File: config.mk
export PLATFORM = sky130hd
export DESIGN_NAME = id_stage_ctrl
export DESIGN_NICKNAME = d
export VERILOG_FILES = /design/src/rtl/rv_pkg.sv /design/src/rtl/id_decode.sv /design/src/rtl/id_stage_ctrl.sv
export SDC_FILE = /design/constraint.sdc
export NUM_CORES = 1
export LEC_CHECK = 0
export CAP_MARGIN = 25
export CORE_MARGIN = 5
export CORE_UTILIZATION = 46
export CTS_CLUSTER_SIZE = 8
export DETAILED_ROUTE_END_ITERATION = 10
export PLACE_DENSITY = 0.87
export SETUP_SLACK_MARGIN = 0.15
export SYNTH_ARGS = -nofsm -noshare
export SYNTH_HDL_FRONTEND = slang
export SYNTH_HIERARCHICAL = 1
export SYNTH_SLANG_ARGS = --single-unit
File: constraint.sdc
create_clock -name clk -period 2.5 [get_ports clk]
set_input_delay 0.375 -clock clk [delete_from_list [all_inputs] [get_ports clk]]
set_output_delay 0.375 -clock clk [all_outputs]
set_load 0.01 [all_outputs]
File: src/rtl/rv_pkg.sv
// Shared RV32I decode definitions: opcodes, immediate selects, writeback
// sources and the control bundle carried through the ID/EX register.
package rv_pkg;

  // Base opcodes (inst[6:0])
  localparam logic [6:0] OP     = 7'b0110011;
  localparam logic [6:0] OP_IMM = 7'b0010011;
  localparam logic [6:0] LOAD   = 7'b0000011;
  localparam logic [6:0] STORE  = 7'b0100011;
  localparam logic [6:0] BRANCH = 7'b1100011;
  localparam logic [6:0] JAL    = 7'b1101111;
  localparam logic [6:0] JALR   = 7'b1100111;
  localparam logic [6:0] LUI    = 7'b0110111;
  localparam logic [6:0] AUIPC  = 7'b0010111;

  // Immediate-generator select encodings
  localparam logic [2:0] IMM_I     = 3'd0;
  localparam logic [2:0] IMM_SH    = 3'd1;
  localparam logic [2:0] IMM_S     = 3'd2;
  localparam logic [2:0] IMM_B     = 3'd3;
  localparam logic [2:0] IMM_LUI   = 3'd4;
  localparam logic [2:0] IMM_AUIPC = 3'd5;
  localparam logic [2:0] IMM_J     = 3'd6;
  localparam logic [2:0] IMM_LD    = 3'd7;

  // Writeback source select
  localparam logic [1:0] WB_ALU = 2'd0;
  localparam logic [1:0] WB_MEM = 2'd1;
  localparam logic [1:0] WB_PC4 = 2'd2;

  // Decoded control carried from ID into EX
  typedef struct packed {
    logic [4:0] rd;
    logic       reg_wr;
    logic       mem_rd;
    logic       mem_wr;
    logic       alu_src_b;
    logic [3:0] alu_op;
    logic [1:0] wb_sel;
    logic       branch;
    logic       jump;
    logic       illegal;
  } ctrl_t;

  // All-zero control word used for bubbles and empty slots
  localparam ctrl_t CTRL_NOP = '0;

  // True for OP-IMM shift encodings (SLLI / SRLI / SRAI)
  function automatic logic is_shift_imm(input logic [2:0] funct3);
    return (funct3 == 3'b001) || (funct3 == 3'b101);
  endfunction

endpackage

File: src/rtl/id_decode.sv
// Combinational RV32I decoder: immediate select, source register usage and
// the control bundle for the instruction sitting in IF/ID.
module id_decode
  import rv_pkg::*;
(
  input  logic [31:0] inst,
  output logic [2:0]  imm_sel,
  output logic        uses_rs1,
  output logic        uses_rs2,
  output ctrl_t       ctrl
);

  logic [6:0] opcode;
  logic [2:0] funct3;
  logic       funct7_b5;
  logic [4:0] rd_field;
  logic       writes_rd;
  ctrl_t      ctrl_raw;

  assign opcode    = inst[6:0];
  assign funct3    = inst[14:12];
  assign funct7_b5 = inst[30];
  assign rd_field  = inst[11:7];

  // Opcode decode into immediate select, register usage and raw control
  always_comb begin
    imm_sel   = IMM_I;
    uses_rs1  = 1'b1;
    uses_rs2  = 1'b0;
    writes_rd = 1'b0;
    ctrl_raw  = CTRL_NOP;
    ctrl_raw.alu_op = {1'b0, funct3};
    unique case (opcode)
      OP: begin
        uses_rs2           = 1'b1;
        writes_rd          = 1'b1;
        ctrl_raw.alu_src_b = 1'b0;
        ctrl_raw.alu_op    = {funct7_b5, funct3};
        ctrl_raw.wb_sel    = WB_ALU;
      end
      OP_IMM: begin
        imm_sel            = is_shift_imm(funct3) ? IMM_SH : IMM_I;
        writes_rd          = 1'b1;
        ctrl_raw.alu_src_b = 1'b1;
        // inst[30] is an immediate bit for everything except SRAI
        ctrl_raw.alu_op    = {(funct3 == 3'b101) & funct7_b5, funct3};
        ctrl_raw.wb_sel    = WB_ALU;
      end
      LOAD: begin
        imm_sel            = IMM_LD;
        writes_rd          = 1'b1;
        ctrl_raw.mem_rd    = 1'b1;
        ctrl_raw.alu_src_b = 1'b1;
        ctrl_raw.wb_sel    = WB_MEM;
      end
      STORE: begin
        imm_sel            = IMM_S;
        uses_rs2           = 1'b1;
        ctrl_raw.mem_wr    = 1'b1;
        ctrl_raw.alu_src_b = 1'b1;
      end
      BRANCH: begin
        imm_sel            = IMM_B;
        uses_rs2           = 1'b1;
        ctrl_raw.branch    = 1'b1;
        ctrl_raw.alu_src_b = 1'b0;
      end
      JAL: begin
        imm_sel            = IMM_J;
        uses_rs1           = 1'b0;
        writes_rd          = 1'b1;
        ctrl_raw.jump      = 1'b1;
        ctrl_raw.alu_src_b = 1'b1;
        ctrl_raw.wb_sel    = WB_PC4;
      end
      JALR: begin
        imm_sel            = IMM_LD;
        writes_rd          = 1'b1;
        ctrl_raw.jump      = 1'b1;
        ctrl_raw.alu_src_b = 1'b1;
        ctrl_raw.wb_sel    = WB_PC4;
      end
      LUI: begin
        imm_sel            = IMM_LUI;
        uses_rs1           = 1'b0;
        writes_rd          = 1'b1;
        ctrl_raw.alu_src_b = 1'b1;
      end
      AUIPC: begin
        imm_sel            = IMM_AUIPC;
        uses_rs1           = 1'b0;
        writes_rd          = 1'b1;
        ctrl_raw.alu_src_b = 1'b1;
      end
      default: begin
        ctrl_raw.illegal = 1'b1;
        ctrl_raw.alu_op  = 4'd0;
      end
    endcase
  end

  // rd is only meaningful for writers; x0 destinations never write
  always_comb begin
    ctrl        = ctrl_raw;
    ctrl.rd     = writes_rd ? rd_field : 5'd0;
    ctrl.reg_wr = writes_rd & (rd_field != 5'd0);
  end

endmodule

File: src/rtl/id_stage_ctrl.sv
// Decode-stage controller: load-use hazard detection, the ID/EX control
// register with flush / hold / bubble handling, and saturating event counters.
module id_stage_ctrl
  import rv_pkg::*;
#(
  parameter int CNT_W = 16
) (
  input  logic             clk,
  input  logic             rst,
  input  logic             id_valid,
  input  logic [31:0]      id_inst,
  input  logic             ex_flush,
  input  logic             ext_stall,
  output logic [2:0]       imm_sel,
  output logic             hazard_stall,
  output logic             ex_valid,
  output logic [4:0]       ex_rd,
  output logic             ex_reg_wr,
  output logic             ex_mem_rd,
  output logic             ex_mem_wr,
  output logic             ex_alu_src_b,
  output logic [3:0]       ex_alu_op,
  output logic [1:0]       ex_wb_sel,
  output logic             ex_branch,
  output logic             ex_jump,
  output logic             ex_illegal,
  output logic [CNT_W-1:0] stall_cnt,
  output logic [CNT_W-1:0] flush_cnt
);

  logic       uses_rs1;
  logic       uses_rs2;
  ctrl_t      id_ctrl;
  ctrl_t      ex_ctrl;
  logic [4:0] id_rs1;
  logic [4:0] id_rs2;
  logic       raw_haz;

  id_decode u_decode (
    .inst     (id_inst),
    .imm_sel  (imm_sel),
    .uses_rs1 (uses_rs1),
    .uses_rs2 (uses_rs2),
    .ctrl     (id_ctrl)
  );

  assign id_rs1 = id_inst[19:15];
  assign id_rs2 = id_inst[24:20];

  // Load in EX whose destination is read by the instruction in ID
  always_comb begin
    raw_haz = id_valid & ex_valid & ex_ctrl.mem_rd & (ex_ctrl.rd != 5'd0) &
              ((uses_rs1 & (ex_ctrl.rd == id_rs1)) |
               (uses_rs2 & (ex_ctrl.rd == id_rs2)));
    // A flush or back-end stall already stops IF/ID, so no extra request
    hazard_stall = raw_haz & ~ex_flush & ~ext_stall;
  end

  // ID/EX register: reset > flush > hold > bubble > load
  always_ff @(posedge clk) begin
    if (rst) begin
      ex_valid <= 1'b0;
      ex_ctrl  <= CTRL_NOP;
    end else if (ex_flush) begin
      ex_valid <= 1'b0;
      ex_ctrl  <= CTRL_NOP;
    end else if (ext_stall) begin
      ex_valid <= ex_valid;
      ex_ctrl  <= ex_ctrl;
    end else if (raw_haz) begin
      ex_valid <= 1'b0;
      ex_ctrl  <= CTRL_NOP;
    end else begin
      ex_valid <= id_valid;
      ex_ctrl  <= id_valid ? id_ctrl : CTRL_NOP;
    end
  end

  // Saturating stall / flush event counters
  always_ff @(posedge clk) begin
    if (rst) begin
      stall_cnt <= '0;
      flush_cnt <= '0;
    end else begin
      if (ex_flush && (flush_cnt != {CNT_W{1'b1}})) begin
        flush_cnt <= flush_cnt + 1'b1;
      end
      if (hazard_stall && (stall_cnt != {CNT_W{1'b1}})) begin
        stall_cnt <= stall_cnt + 1'b1;
      end
    end
  end

  assign ex_rd        = ex_ctrl.rd;
  assign ex_reg_wr    = ex_ctrl.reg_wr;
  assign ex_mem_rd    = ex_ctrl.mem_rd;
  assign ex_mem_wr    = ex_ctrl.mem_wr;
  assign ex_alu_src_b = ex_ctrl.alu_src_b;
  assign ex_alu_op    = ex_ctrl.alu_op;
  assign ex_wb_sel    = ex_ctrl.wb_sel;
  assign ex_branch    = ex_ctrl.branch;
  assign ex_jump      = ex_ctrl.jump;
  assign ex_illegal   = ex_ctrl.illegal;

endmodule

Word-level counts from Yosys, hierarchy flattened:

Index checks and enable logic that the tools add are counted.

* add/subtract/negate cells: 2
* equality and inequality tests: 15
* multiplexer cells: 17
* bitwise gates (word level): 13
* reductions and logical operators: 14

Operators by type and width (number)
* $mux W18: 2
* $add A16 B1 Y16 const B: 2
* $ne A16 B16 Y1 const B: 2
* $eq A7 B6 Y1 const B: 3
* $eq A7 B7 Y1 const B: 3
* $pmux W3 S7: 1
* $reduce_or A7 Y1: 3
* $eq A7 B5 Y1 const B: 2
* $pmux W4 S3: 1
* $mux W1: 11
* $and A1 B1 Y1: 10
* $eq A5 B5 Y1: 2
* $reduce_bool A5 Y1: 2
* $reduce_or A9 Y1: 1
* $eq A7 B2 Y1 const B: 1
* $reduce_or A2 Y1: 3
* $reduce_or A3 Y1: 2
* $mux W5: 1
* $pmux W2 S2: 1
* $eq A3 B1 Y1 const B: 1
* $eq A3 B3 Y1 const B: 1
* $logic_and A1 B1 Y1: 2
* $not A1 Y1: 2
* $logic_or A1 B1 Y1: 1
* $or A1 B1 Y1: 1

* register bits: 51
* output and inout port bits: 55
* logic and storage cells: 74

Depth between registers and ports, before layout:

* word-level depth: 9
* depth in mapped cells: 10
* depth with buffers taken out: 8

Hierarchy:

The synthesis kept the hierarchy.

By module, submodules not included
* id_stage_ctrl: times used 1, cells each 240, area an instance 2353.5 um2
* id_decode: times used 1, cells each 60, area an instance 377.9 um2

Worst setup path after synthesis:

OpenSTA, ideal clock, no wires.

* path kind: input -> register
* from: in id_inst[5]
* to: reg stall_cnt[3]
* setup time: 0.121 ns
* arrival: 2.211 ns
* path slack: 0.168 ns
* stages: 7
* buffers on the path: 1
* cell sequence: buf_4 -> or4b_4 -> a21oi_1 -> a32oi_4 -> nor3_4 -> and4_1 -> mux2_4

* longest elaborated chain between the ends: 9

RTL lines
* start: declaration: RTL line id_stage_ctrl.sv:11 `input logic [31:0] id_inst,`
* $eq A7 B6 Y1 or $eq A7 B7 Y1 (tied branches): RTL line id_decode.sv:33 `unique case (opcode)`
* $reduce_or A3 Y1 (no source line) (*)
* $mux W1 (*): RTL line id_decode.sv:33
* named net uses_rs2: RTL line id_stage_ctrl.sv:32 `logic uses_rs2;`
* $and A1 B1 Y1 (*): RTL line id_stage_ctrl.sv:54 `(uses_rs2 & (ex_ctrl.rd == id_rs2)));`
* $or A1 B1 Y1 (*): RTL line id_stage_ctrl.sv:53 `((uses_rs1 & (ex_ctrl.rd == id_rs1)) |`
* $and A1 B1 Y1 (*): RTL line id_stage_ctrl.sv:52 `raw_haz = id_valid & ex_valid & ex_ctrl.mem_rd & (ex_ctrl.rd != 5'd0) &`
* $and A1 B1 Y1 (*) (2 in series): RTL line id_stage_ctrl.sv:56 `hazard_stall = raw_haz & ~ex_flush & ~ext_stall;`
* $logic_and A1 B1 Y1 (*): RTL line id_stage_ctrl.sv:88 `if (hazard_stall && (stall_cnt != {CNT_W{1'b1}})) begin`
* end signal: assignment: RTL line id_stage_ctrl.sv:89 `stall_cnt <= stall_cnt + 1'b1;`
* end: declaration: RTL line id_stage_ctrl.sv:27 `output logic [CNT_W-1:0] stall_cnt,`

Mark *: on every way through the listed nets, which the timed path passes. The rest lies on a longest branch.
A chain may end at the register's enable or synchronous reset.

Worst setup path in the final report:

* from: in id_inst[6]
* to: out hazard_stall

* longest elaborated chain between the ends: 8

RTL lines
* $eq A7 B6 Y1 (tied with other cells): RTL line id_decode.sv:33
* $reduce_or A3 Y1 (no source line) (*)
* $mux W1 (*): RTL line id_decode.sv:33
* named net uses_rs1: RTL line id_stage_ctrl.sv:31 `logic uses_rs1;`
* $and A1 B1 Y1 (*): RTL line id_stage_ctrl.sv:53
* $or A1 B1 Y1 (*): RTL line id_stage_ctrl.sv:53
* $and A1 B1 Y1 (*): RTL line id_stage_ctrl.sv:52
* $and A1 B1 Y1 (*) (2 in series): RTL line id_stage_ctrl.sv:56
* end: declaration: RTL line id_stage_ctrl.sv:15 `output logic hazard_stall,`

Marks and branches as above.

==> reports/results.tsv <==
stage	metric	value	unit
setup_path	slowest_delay	0.51	ns
power	peakVddDrop	0.000220	V
hold_path	hold_path_class	reg -> reg	
cts	cts_made_buffers	5	
cts	cts_sinks	51	
power	p_per_area	397	nW/um^2
finish	drive_gt1_share	16.3	%
cts	cts_hold_buffers	0	
yosys	synth_cell_types	59	
setup_path	crit_cells	8	
global_routing	antenna_found_initial	0	
setup_path	critPathArrivalTime	1.94	ns
power	leakage	0.00152	uW
placement	dpl.hpwl	5630	microns
yosys	ys_async_sr_fraction	0	%
drt	drc	0	
yosys	yosysSeqAreaShare	37.4	%
finish	layout.nets	449	
sta	clock_skew	0.0115	ns
hold_path	min_to	ex_wb_sel[0]	
placement	place_area	3790	sq um
yosys	syn_area	2730	sq um
setup_path	reg2reg_to	stall_cnt[3]	
floorplanning	io_pins	92	
drt	drt_first_pass_iters	4	
finish	area_growth	45.7	%
setup_path	path_cells	clkdlybuf4s50_1 -> and3b_1 -> a22o_1 -> nand2_1 -> and2_1 -> a32oi_4 -> nor2_2 -> buf_2	
hold_path	holdCritStartpoint	ex_wb_sel[0]	
floorplanning	fp.coreArea	5850	sq um
floorplanning	die_y	87.1	microns
setup_path	cp_max_fo	4	
floorplanning	die_w	87.1	microns
power	p_total	1580	uW
setup_path	crit_buf_inv	2	
cts	clkTransAtPathRegs	0.09	ns
sta	fin_crit_sh	92.7	%
setup_path	cp-start-kind	input pin	
placement	io_buffers	85	
setup_path	slowest_stage	clkdlybuf4s50_1	
finish	fin_area	3980	sq um
sta	whs	0.480	ns
hold_path	whs_path_depth	1	
global_routing	grt_pass1_wl	11900	microns
sta	slew_headroom	51.8	%
sta	setup_viol	0	
cts	cts_buffer_depth	2	
yosys	synthesis.nets	339	
setup_path	critical_path_class	in -> out	
drt	wire_per_inst	15.1	microns
cts	clkLatencyLatePin	0.30	ns
setup_path	crit_required	2.12	ns
setup_path	r2r_start	ex_rd[3]	
yosys	yosys.area.top_type_share	37.4	%
yosys	synth-edff-count	0	
setup_path	reg2reg_depth	7	
floorplanning	placementRows	28	
global_routing	grtUsageTotal	19.4	%
setup_path	path_delay_family	buffers and inverters	
sta	rsz0062_at_grt	yes	
sta	tightest_slew	0.718	ns
yosys	synth_flop_cell	dfxtp_1	
global_routing	grt_max_degree	27	
yosys	synth_top_cells_by_count	51 x dfxtp_1, 36 x nor2_1, 19 x a22o_1, 17 x xor2_1	
yosys	avgSynthCellArea	9.10	sq um
yosys	ys_ff_latch	51	
setup_path	cp-end-kind	primary output	
global_routing	grt_pass1_vias	2599	
cts	cts-root-buf	clkbuf_8	
outcome	outcome	finished clean	
finish	antennaDiodeCount	0	
drt	ant_nets	0	
drt	vias	2642	
floorplanning	initial_core_util	46.7	%
yosys	synth_cells	300	
cts	tritoncts	yes	
yosys	synth_area_leaders	dfxtp_1 37%, a22o_1 6.1%, xor2_1 5.5%	
drt	viasPerCell	5.44	
sta	slew_viol_final	0	
drt	first_iter_violations	123	
yosys	yosysTopAreaCell	dfxtp_1	
cts	cts_max_level	2	
drt	wirelength	7340	microns
placement	gp_congestion	0.982	
floorplanning	dieArea	7580	sq um
yosys	synth_warnings	6	
sta	period_needed	2.32	ns
global_routing	overflow	0	
sta	final_hold_viol_count	0	
yosys	synth.most_common_cell	dfxtp_1	
setup_path	ff2ff_setup_slack	0.36	ns
sta	fmax	431	MHz
run	cap_violations	0	
[layout by cell type (no fill, tap or decap), drive strengths merged, types with 8 or more instances in the layout]
cell	Yosys	routed
a22o	19	19
nand2b	8	8
nand2	16	16
nand3	15	15
dfxtp	51	51
nor3	13	13
buf	8	31
xor2	17	17
clkdlybuf4s50	0	76
nor2b	12	12
a21oi	15	15
nand4	9	9
nor2	37	37
[report_power, final]
part	switching (uW)	internal, uW
logic	83.3	101
registers	6.28	817
clock network	273	298
total	363	1220
[through the flow]
step	TNS [ns]	worst slack, ns	utilization [%]	instances
3_5_place_dp	-12.01	-0.485	64.8	473
3_3_place_gp	-10.07	-0.443	64.6	472
6_report	0	0.182	68.0	486
2_1_floorplan	0	0.168	-	300
5_1_grt	0	0.123	68.0	486
4_1_cts	0	0.0967	67.6	486
[state kept, by name, indices dropped and copies added (netlist names), 2 cells and up]
register / flops
flush_cnt: 16
ex_wb_sel: 2
stall_cnt: 16
ex_rd: 5
ex_alu_op: 4
[routing by layer]
metal / GRT usage [%] / share of wire, %
met4: 7.08 / 2.1
met2: 33.0 / 50
met3: 3.41 / 5.3
met1: 24.5 / 42
met5: 0 / 0
[cell type report]
type	instances	area, sq um
Clock buffer	5	68.8
Clock inverter	3	43.8
Fill cell	470	1870
Inverter	3	11.3
Multi-Input combinational cell	234	1660
Sequential cell	51	1020
Tap cell	75	93.8
Timing Repair Buffer	115	1080
[how the worst max path moves through the flow]
stage	slack, ns	start	end
3_3_place_gp	-0.44	id_inst[0]	hazard_stall
4_1_cts	0.1	id_inst[5]	hazard_stall
3_5_place_dp	-0.48	id_inst[0]	hazard_stall
2_1_floorplan	0.17	id_inst[5]	stall_cnt[3]
5_1_grt	0.12	id_inst[6]	hazard_stall
6_report	0.18	id_inst[6]	hazard_stall
[kinds of logic (layout without fill, tap and decap cells)]
| kind of cell | after synthesis | count (layout) | share of synthesized area [%] |
|---|---|---|---|
| AO/OA/AOI/OAI | 60 | 60 | 17.8 |
| XOR/XNOR | 23 | 23 | 7.38 |
| adder cells (fa/ha/maj) | 2 | 2 | 0.916 |
| buffers and inverters | 15 | 126 | 3.34 |
| flip-flops | 51 | 51 | 37.4 |
| multiplexers | 8 | 8 | 3.30 |
| AND/OR/NAND/NOR | 141 | 141 | 29.9 |
[repair_timing]
action	4_1_cts	5_1_grt
gates cloned	0	0
gates resized for setup	17	5
setup endpoints to repair	38	25
hold endpoints to repair	0	0
pin swaps	6	4
setup buffers	5	0
Note: power is estimated with default switching activity, not from simulation.
